`config.mk`:
```
export PLATFORM = sky130hd
export DESIGN_NAME = service_window_mc_flat
export DESIGN_NICKNAME = d
export VERILOG_FILES = /design/src/rtl/service_window_mc_if.sv /design/src/rtl/service_window_mc.sv /design/src/flat_wrapper.sv
export SDC_FILE = /design/constraint.sdc
export NUM_CORES = 1
export LEC_CHECK = 0
export CELL_PAD_IN_SITES_DETAIL_PLACEMENT = 1
export CELL_PAD_IN_SITES_GLOBAL_PLACEMENT = 1
export CORE_UTILIZATION = 35
export CTS_CLUSTER_SIZE = 30
export DETAILED_ROUTE_END_ITERATION = 16
export GPL_TIMING_DRIVEN = 0
export MAX_ROUTING_LAYER = met4
export PLACE_DENSITY = 0.78
export SYNTH_ARGS = -nofsm -noshare
export SYNTH_HDL_FRONTEND = slang
export SYNTH_SLANG_ARGS = --single-unit
export TNS_END_PERCENT = 1
```
`constraint.sdc`:
```
create_clock -name CLK -period 1.8 [get_ports CLK]
set_clock_uncertainty 0.05 [all_clocks]
set_input_delay 0.36 -clock CLK [delete_from_list [all_inputs] [get_ports CLK]]
set_output_delay 0.36 -clock CLK [all_outputs]
set_load 0.005 [all_outputs]
```
`src/rtl/service_window_mc_if.sv`:
```
// Window-channel bundle: requests, per-channel lengths and status outputs.
// OVR is present only when SW_OVERRUN_EN is defined.
interface service_window_mc_if #(
   parameter int N_CH  = 4,
   parameter int CNT_W = 8
);
   logic [N_CH-1:0]       START;
   logic [N_CH-1:0]       ABORT;
   logic [N_CH*CNT_W-1:0] SWLEN;
   logic [N_CH-1:0]       SW_STAT;
   logic [N_CH-1:0]       DONE;
   logic                  ANY_OPEN;
`ifdef SW_OVERRUN_EN
   logic [N_CH-1:0]       OVR;
`endif

   modport master (
      output START, ABORT, SWLEN,
      input  SW_STAT, DONE, ANY_OPEN
`ifdef SW_OVERRUN_EN
      , input OVR
`endif
   );

   modport slave (
      input  START, ABORT, SWLEN,
      output SW_STAT, DONE, ANY_OPEN
`ifdef SW_OVERRUN_EN
      , output OVR
`endif
   );
endinterface

```
`src/rtl/service_window_mc.sv`:
```
// Multi-channel service window timer, one IDLE/OPEN FSM per channel.
// Optional sticky overrun flags (OVR) are built when SW_OVERRUN_EN is defined.
module service_window_mc #(
   parameter int N_CH   = 4,
   parameter int CNT_W  = 8,
   parameter int RETRIG = 0
) (
   input  logic                CLK,
   input  logic                RST,
   service_window_mc_if.slave  sw
);

   typedef enum logic {
      S_IDLE = 1'b0,
      S_OPEN = 1'b1
   } state_t;

   localparam logic [CNT_W-1:0] ZERO = '0;
   localparam logic [CNT_W-1:0] ONE  = {{(CNT_W-1){1'b0}}, 1'b1};
   localparam bit               RT   = (RETRIG != 0);

   logic [N_CH-1:0] w_stat;
   logic [N_CH-1:0] w_done;
   logic [N_CH-1:0] w_ovr_set;
   logic            r_any;

   for (genvar g = 0; g < N_CH; g++) begin : g_ch
      state_t           r_state, w_state_nx;
      logic [CNT_W-1:0] r_cnt, w_cnt_nx;
      logic             r_done, w_done_nx;
      logic [CNT_W-1:0] w_len;
      logic             w_start, w_abort;

      assign w_len   = sw.SWLEN[g*CNT_W +: CNT_W];
      assign w_start = sw.START[g];
      assign w_abort = sw.ABORT[g];

      // The counter itself is the length latch: SWLEN is only read on load.
      always_comb begin
         w_state_nx = r_state;
         w_cnt_nx   = r_cnt;
         w_done_nx  = 1'b0;
         unique case (r_state)
            S_IDLE: begin
               if (w_start && !w_abort) begin
                  if (w_len == ZERO) begin
                     w_done_nx = 1'b1;
                  end else begin
                     w_state_nx = S_OPEN;
                     w_cnt_nx   = w_len;
                  end
               end
            end
            S_OPEN: begin
               if (w_abort) begin
                  w_state_nx = S_IDLE;
                  w_cnt_nx   = ZERO;
               end else if (RT && w_start) begin
                  if (w_len == ZERO) begin
                     w_state_nx = S_IDLE;
                     w_cnt_nx   = ZERO;
                     w_done_nx  = 1'b1;
                  end else begin
                     w_cnt_nx = w_len;
                  end
               end else if (r_cnt == ONE) begin
                  w_state_nx = S_IDLE;
                  w_cnt_nx   = ZERO;
                  w_done_nx  = 1'b1;
               end else begin
                  w_cnt_nx = r_cnt - ONE;
               end
            end
         endcase
      end

      always_ff @(posedge CLK) begin
         if (RST) begin
            r_state <= S_IDLE;
            r_cnt   <= ZERO;
            r_done  <= 1'b0;
         end else begin
            r_state <= w_state_nx;
            r_cnt   <= w_cnt_nx;
            r_done  <= w_done_nx;
         end
      end

      assign w_stat[g]    = (r_state == S_IDLE);
      assign w_done[g]    = r_done;
      assign w_ovr_set[g] = (r_state == S_OPEN) && w_start && !w_abort;
   end

   always_ff @(posedge CLK) begin
      if (RST) begin
         r_any <= 1'b0;
      end else begin
         r_any <= ~&w_stat;
      end
   end

   assign sw.SW_STAT  = w_stat;
   assign sw.DONE     = w_done;
   assign sw.ANY_OPEN = r_any;

`ifdef SW_OVERRUN_EN
   logic [N_CH-1:0] r_ovr;

   always_ff @(posedge CLK) begin
      if (RST) begin
         r_ovr <= '0;
      end else begin
         r_ovr <= r_ovr | w_ovr_set;
      end
   end

   assign sw.OVR = r_ovr;
`else
   logic w_unused_ovr;
   assign w_unused_ovr = ^w_ovr_set;
`endif

endmodule

```
`src/flat_wrapper.sv`:
```
// flat-port wrapper written by rule: the top's interface ports become plain ports
module service_window_mc_flat 
#(
   parameter int N_CH   = 4,
   parameter int CNT_W  = 8,
   parameter int RETRIG = 0
)
  (CLK, RST, sw_START, sw_ABORT, sw_SWLEN, sw_SW_STAT, sw_DONE, sw_ANY_OPEN);
  service_window_mc_if #(.N_CH(N_CH), .CNT_W(CNT_W)) sw_i ();
  input  logic CLK;
  input  logic RST;
  input wire logic [$bits(sw_i.START)-1:0] sw_START;
  input wire logic [$bits(sw_i.ABORT)-1:0] sw_ABORT;
  input wire logic [$bits(sw_i.SWLEN)-1:0] sw_SWLEN;
  output wire logic [$bits(sw_i.SW_STAT)-1:0] sw_SW_STAT;
  output wire logic [$bits(sw_i.DONE)-1:0] sw_DONE;
  output wire logic [$bits(sw_i.ANY_OPEN)-1:0] sw_ANY_OPEN;
  assign sw_i.START = sw_START;
  assign sw_i.ABORT = sw_ABORT;
  assign sw_i.SWLEN = sw_SWLEN;
  assign sw_SW_STAT = sw_i.SW_STAT;
  assign sw_DONE = sw_i.DONE;
  assign sw_ANY_OPEN = sw_i.ANY_OPEN;
  service_window_mc #(.N_CH(N_CH), .CNT_W(CNT_W), .RETRIG(RETRIG)) u_core (.CLK(CLK), .RST(RST), .sw(sw_i));
endmodule
```
---- Yosys cells after proc, flatten, opt, wreduce, memory -nomap -nowiden ----
Index checks and enable logic that the tools add are counted.
word-level totals
  register bits ........................... 41
  word-level logic and storage cells ...... 111
cells by class
  add/subtract/negate cells ............... 4
  equality and inequality tests ........... 12
  mux-type cells .......................... 60
  bitwise gates (word level) .............. 4
  reductions and logical operators ........ 18
operators with widths
  kind                                                                 number
  8-bit two-way mux                                                    16
  8-bit case mux with 2 select lines                                   4
  8-bit by 1-bit == test with 1-bit output (second input constant)     4
  8-bit zero test                                                      4
  1-bit two-way mux                                                    32
  8-bit by 1-bit subtractor with 8-bit output (second input constant)  4
  1-bit case mux with 2 select lines                                   8
  2-bit by 1-bit != test with 1-bit output (second input constant)     4
  2-bit != test (second input constant)                                4
  2-bit AND reduction                                                  4
  1-bit zero test                                                      5
  1-bit logical AND                                                    4
  1-bit NOT                                                            4
  4-bit AND reduction                                                  1

---- Depth between registers and ports, before layout ----
  word-level depth ........................ 4
  depth in mapped cells ................... 6

---- Worst setup path before layout ----
OpenSTA, ideal clock, no wires.
  kind .................................... reg-to-reg
  start ................................... reg u_core.g_ch[1].r_cnt[0]
  end ..................................... reg u_core.g_ch[1].r_cnt[5]
  library setup time ...................... 0.116 ns
  data arrival time ....................... 1.588 ns
  data required time ...................... 1.634 ns
  slack ................................... 0.046 ns
  cell stages (with the launch flop) ...... 6
  cell sequence ........................... dfxtp_1 ha_1 nor3b_1 a21o_1 o22ai_1 a31o_1
between the ends
  cells in the longest elaborated chain, start to end .. 4
RTL lines
  what                                                                                                     line                                              text
  start: declaration                                                                                       service_window_mc.sv:29                           logic [CNT_W-1:0] r_cnt, w_cnt_nx;
  start signal: assignment                                                                                 service_window_mc.sv:84                           r_cnt <= w_cnt_nx;
  8-bit by 1-bit subtractor with 8-bit output or 8-bit by 1-bit == test with 1-bit output (tied branches)  service_window_mc.sv:71, service_window_mc.sv:66
  8-bit two-way mux *                                                                                      service_window_mc.sv:66                           end else if (r_cnt == ONE) begin
  8-bit two-way mux *                                                                                      service_window_mc.sv:55                           if (w_abort) begin
  8-bit case mux with 2 select lines *                                                                     service_window_mc.sv:43                           unique case (r_state)
Mark *: on every way between the ends. The rest lies on a longest branch, timed or not.
A chain may end at the register's enable or synchronous reset.

---- Worst setup path after layout ----
  start ................................... reg u_core.g_ch[2].r_cnt[5]
  end ..................................... reg u_core.g_ch[2].r_cnt[5]
between the ends
  cells in the longest elaborated chain, start to end .. 4
RTL lines
  what                                                                                                     line
  start: declaration                                                                                       service_window_mc.sv:29
  start signal: assignment                                                                                 service_window_mc.sv:84
  8-bit by 1-bit subtractor with 8-bit output or 8-bit by 1-bit == test with 1-bit output (tied branches)  service_window_mc.sv:71, service_window_mc.sv:66
  8-bit two-way mux *                                                                                      service_window_mc.sv:66
  8-bit two-way mux *                                                                                      service_window_mc.sv:55
  8-bit case mux with 2 select lines *                                                                     service_window_mc.sv:43
Marks and branches as above.

==> impl_summary.log <==
[metrics] static leakage: 0.001359 µW
[metrics] type of origin of the critical path: register
[metrics] Syn Area/Cell: 8.137 µm²
[metrics] Longest Clk Path Bufs: 2
[metrics] number of synthesis warnings: 0
[metrics] cell count after synthesis: 336
[metrics] maximum fanout along the worst path: 7
[metrics] maximum number of pins on one net before global-route repair: 14
[metrics] first-pass GRT wire length: 15210 µm
[metrics] sequential element share of the synthesized area: 0.3002
[metrics] path class of the lowest-slack min-delay path: reg -> reg
[metrics] commonest cells after routing, fill and taps aside: clkdlybuf4s50_1, dfxtp_1, nor2_1, nand2_1, inv_1
[metrics] max-slew violations: 0
[metrics] HPWL Detailed: 6395 µm
[metrics] final period demand of the worst path: 1.809 ns
[metrics] die area: 8169 µm²
[metrics] share of final-layout standard cells stronger than drive strength 1: 0.2101
[metrics] depth of the worst register-to-register path: 4
[metrics] Synth Net Count: 386
[metrics] I/O pin count: 51
[metrics] clock-pin slew on the worst setup and hold paths: 0.09 ns
[metrics] CP max-delay cell: or4_4
[metrics] DR iter-0 viols: 86
[metrics] CP required: 1.93 ns
[metrics] Syn Std Cell Area: 2734 µm²
[metrics] capturing instance or port of the critical path: u_core.g_ch[2].r_cnt[5]
[metrics] cell type with the highest aggregate area in the netlist: dfxtp_1
[metrics] final global-route overflow total: 0
[metrics] Setup Viol. Count Final: 1
[metrics] hold violation total from the final report: 0
[metrics] Cell Count, Final, Fillers Out: 494
[metrics] category of the critical setup timing path: reg -> reg
[metrics] post-DR wirelength/cell: 18.93 µm
[metrics] DIE WIDTH: 90.38 µm
[metrics] vertical extent of the die: 90.38 µm
[metrics] slew at the pin closest to its max-slew limit: 0.6303 ns
[metrics] I/O Buffers: 50
[metrics] Worst R2R End: u_core.g_ch[2].r_cnt[5]
[metrics] highest achievable clock rate: 0.5528 GHz
[metrics] clock latency on the worst-skew pair: 0.30 ns
[metrics] count of cell instances traversed by the critical path: 4
[metrics] worst-case setup margin in the final layout: -0.008855 ns
[metrics] via count normalized by instance count: 5.992
[metrics] Clock Sinks: 41
[metrics] share of the clock period used by the worst path after layout: 1.005
[metrics] top cells by area in the synthesized netlist: dfxtp_1, o32ai_1, a22oi_1, ha_1, inv_1
[metrics] post-layout utilization of the core: 0.5197
[metrics] flops & latches, synth: 41
[metrics] Bufs and invs on worst path: 0
[metrics] result of the run: finished, violations left
[metrics] fill cell count: 866
[metrics] launching element of the worst setup path: u_core.g_ch[2].r_cnt[5]
[metrics] data arrival time at the worst-slack endpoint: 1.94 ns
[metrics] DRT antenna net count: 0
[metrics] total iterations of the first detailed-routing run: 4
[metrics] Area Growth Syn to Fin: 40.82%
[metrics] post-detailed-routing wire length: 9349 µm
[metrics] launch point of the worst reg-to-reg path: u_core.g_ch[2].r_cnt[5]
[metrics] TritonCTS clock tree: built
[metrics] dominant synthesized flop cell: dfxtp_1
[metrics] Core Rows: 31
[metrics] most frequent standard cell in the layout excluding fill and tap cells: clkdlybuf4s50_1
[metrics] longest individual stage delay on the worst path: 0.58 ns
[metrics] antenna violations before repair: 0
[metrics] effective utilization at floorplan: 0.3690
[metrics] vias after detailed routing: 2960
[metrics] proportion of synthesized flip-flops having asynchronous set or reset: 0
[metrics] power density cells: 697.0 nW/µm²
[metrics] number of enable flip-flop cells after synthesis: 0
[metrics] Routability Congestion: 0.8372
[metrics] H-Tree Level Count: 2
[metrics] Worst path top cell family by delay: compound AO/OA/AOI/OAI gates
[metrics] Cell variety after synth: 60
[metrics] overall routing resource usage: 0.2345
[metrics] DRC Markers: 0
[metrics] placed cell count: 485
[metrics] ordered cell list for the critical path: or4_4 -> o31a_1 -> a32oi_1 -> o32ai_1
[metrics] vias in the first global route: 2994
[metrics] Worst IR Drop VDD: 0.2915 mV
[metrics] Crit. End Element: register
[metrics] area share of the largest cell type after synthesis: 0.3002
[metrics] violated checks: negative setup slack
[metrics] CORE AREA: 7408 µm²
[metrics] antenna cell count: 0
[metrics] setup repair after global routing missed its margin: true
[metrics] root buffer selected by CTS: clkbuf_8
[metrics] remaining max-slew budget at the tightest pin: 0.5798
[metrics] register-to-register setup slack: -0.009 ns
[metrics] fin nets: 444
[metrics] number of buffers created by CTS: 5
[metrics] number of max-capacitance violations reported: 0
[power by group]
group          leakage (µW)  total (µW)  switching [µW]  internal, µW
clock network     0.0000574         811             360           452
logic              0.000960         802             401           400
registers          0.000342        1070             101           969
total               0.00136        2680             862          1820
[per-stage QoR]
stage	setup WS (ns)	setup TNS, ns	hold slack (ns)	cell area (µm²)	total power, µW
CTS	-0.02184	-0.02360	0.4491	3705	2627
global placement	-0.7268	-20.06	0.4190	3358	1738
global route	-0.08305	-0.4958	0.4637	3850	2834
finish	-0.008855	-0.008855	0.4430	3850	2683
detailed placement	-0.6941	-20.50	0.4242	3358	1758
floorplan	0.04607	0	0.3885	2734	1496
[layer usage]
metal | share of wire | routed length, µm | vias up | global-route usage
met5 | 0 | 0 | - | -
met4 | 0.012 | 111 | 0 | 0.05780
met3 | 0.033 | 309 | 13 | 0.03114
met2 | 0.48 | 4533 | 66 | 0.3830
met1 | 0.47 | 4395 | 1456 | 0.3062
li1 | - | - | 1425 | -
[cells in the mapped netlist, types with 3 or more instances]
cell / number
a211oi_1: 6
a21o_1: 4
a21oi_1: 15
a221oi_1: 3
a22oi_1: 14
a2bb2oi_1: 9
a31oi_1: 6
a32oi_1: 6
buf_4: 4
clkbuf_1: 12
dfxtp_1: 41
ha_1: 8
inv_1: 26
nand2_1: 22
nand2b_1: 8
nand3_1: 10
nand4_1: 3
nor2_1: 24
nor2b_1: 10
nor3_1: 7
nor3b_1: 3
nor4_1: 13
o21a_1: 3
o21ai_0: 6
o22a_1: 3
o22ai_1: 3
o32a_1: 5
o32ai_1: 16
or2_2: 4
[cell families after synthesis]
group / after synthesis / synth area share
compound gates: 119 / 0.3382
fa+ha+maj: 8 / 0.03661
buf+inv: 46 / 0.06956
flops: 41 / 0.3002
mux: 2 / 0.007323
simple gates: 120 / 0.2481
[registers in the layout, indices dropped and copies added (netlist names)]
name                 cells
u_core.g_ch.r_cnt       32
u_core.g_ch.r_done       4
u_core.g_ch.r_state      4
u_core.sw.ANY_OPEN       1
[timing repair]
action / 4_1_cts / 5_1_grt
hold buffers: 0 / 0
pin swaps: 3 / 8
cloned: 0 / 0
resized for setup: 68 / 32
endpoints found under the setup margin: 41 / 33
hold endpoints to repair: 0 / 0
setup buffers: 1 / 2
[how the worst min path moves through the flow]
| stage | cells after the start | startpoint | to | slack [ns] |
|---|---|---|---|---|
| final | 2 | u_core.g_ch[2].r_cnt[5] | u_core.g_ch[2].r_cnt[5] | 0.44 |
| after CTS | 2 | u_core.g_ch[2].r_cnt[5] | u_core.g_ch[2].r_cnt[5] | 0.45 |
| after global routing | 2 | u_core.g_ch[2].r_cnt[5] | u_core.g_ch[2].r_cnt[5] | 0.46 |
| after detailed placement | 2 | u_core.g_ch[0].r_cnt[5] | u_core.g_ch[0].r_cnt[5] | 0.42 |
| after global placement | 2 | u_core.g_ch[0].r_cnt[5] | u_core.g_ch[0].r_cnt[5] | 0.42 |
| after floorplan | 1 | sw_ABORT[0] | u_core.g_ch[0].r_done | 0.39 |
[tightest hold or removal path, cell delays in order, from the launching register on]
cell and delay [ns]:
dfxtp_2 0.34, nand2_1 0.06, o32ai_1 0.06
[final cells by class]
class / instances / area (µm²) / area share
Clock buffer: 6 / 82.58 / 0.02145
Inverter: 27 / 116.4 / 0.03022
Sequential cell: 41 / 844.6 / 0.2194
Clock inverter: 2 / 37.54 / 0.009750
Timing Repair Buffer: 53 / 519.2 / 0.1349
Buffer: 17 / 147.6 / 0.03835
Tap cell: 99 / 123.9 / 0.03217
Multi-Input combinational cell: 249 / 1978 / 0.5138
Power figures use the tool's default switching activity.
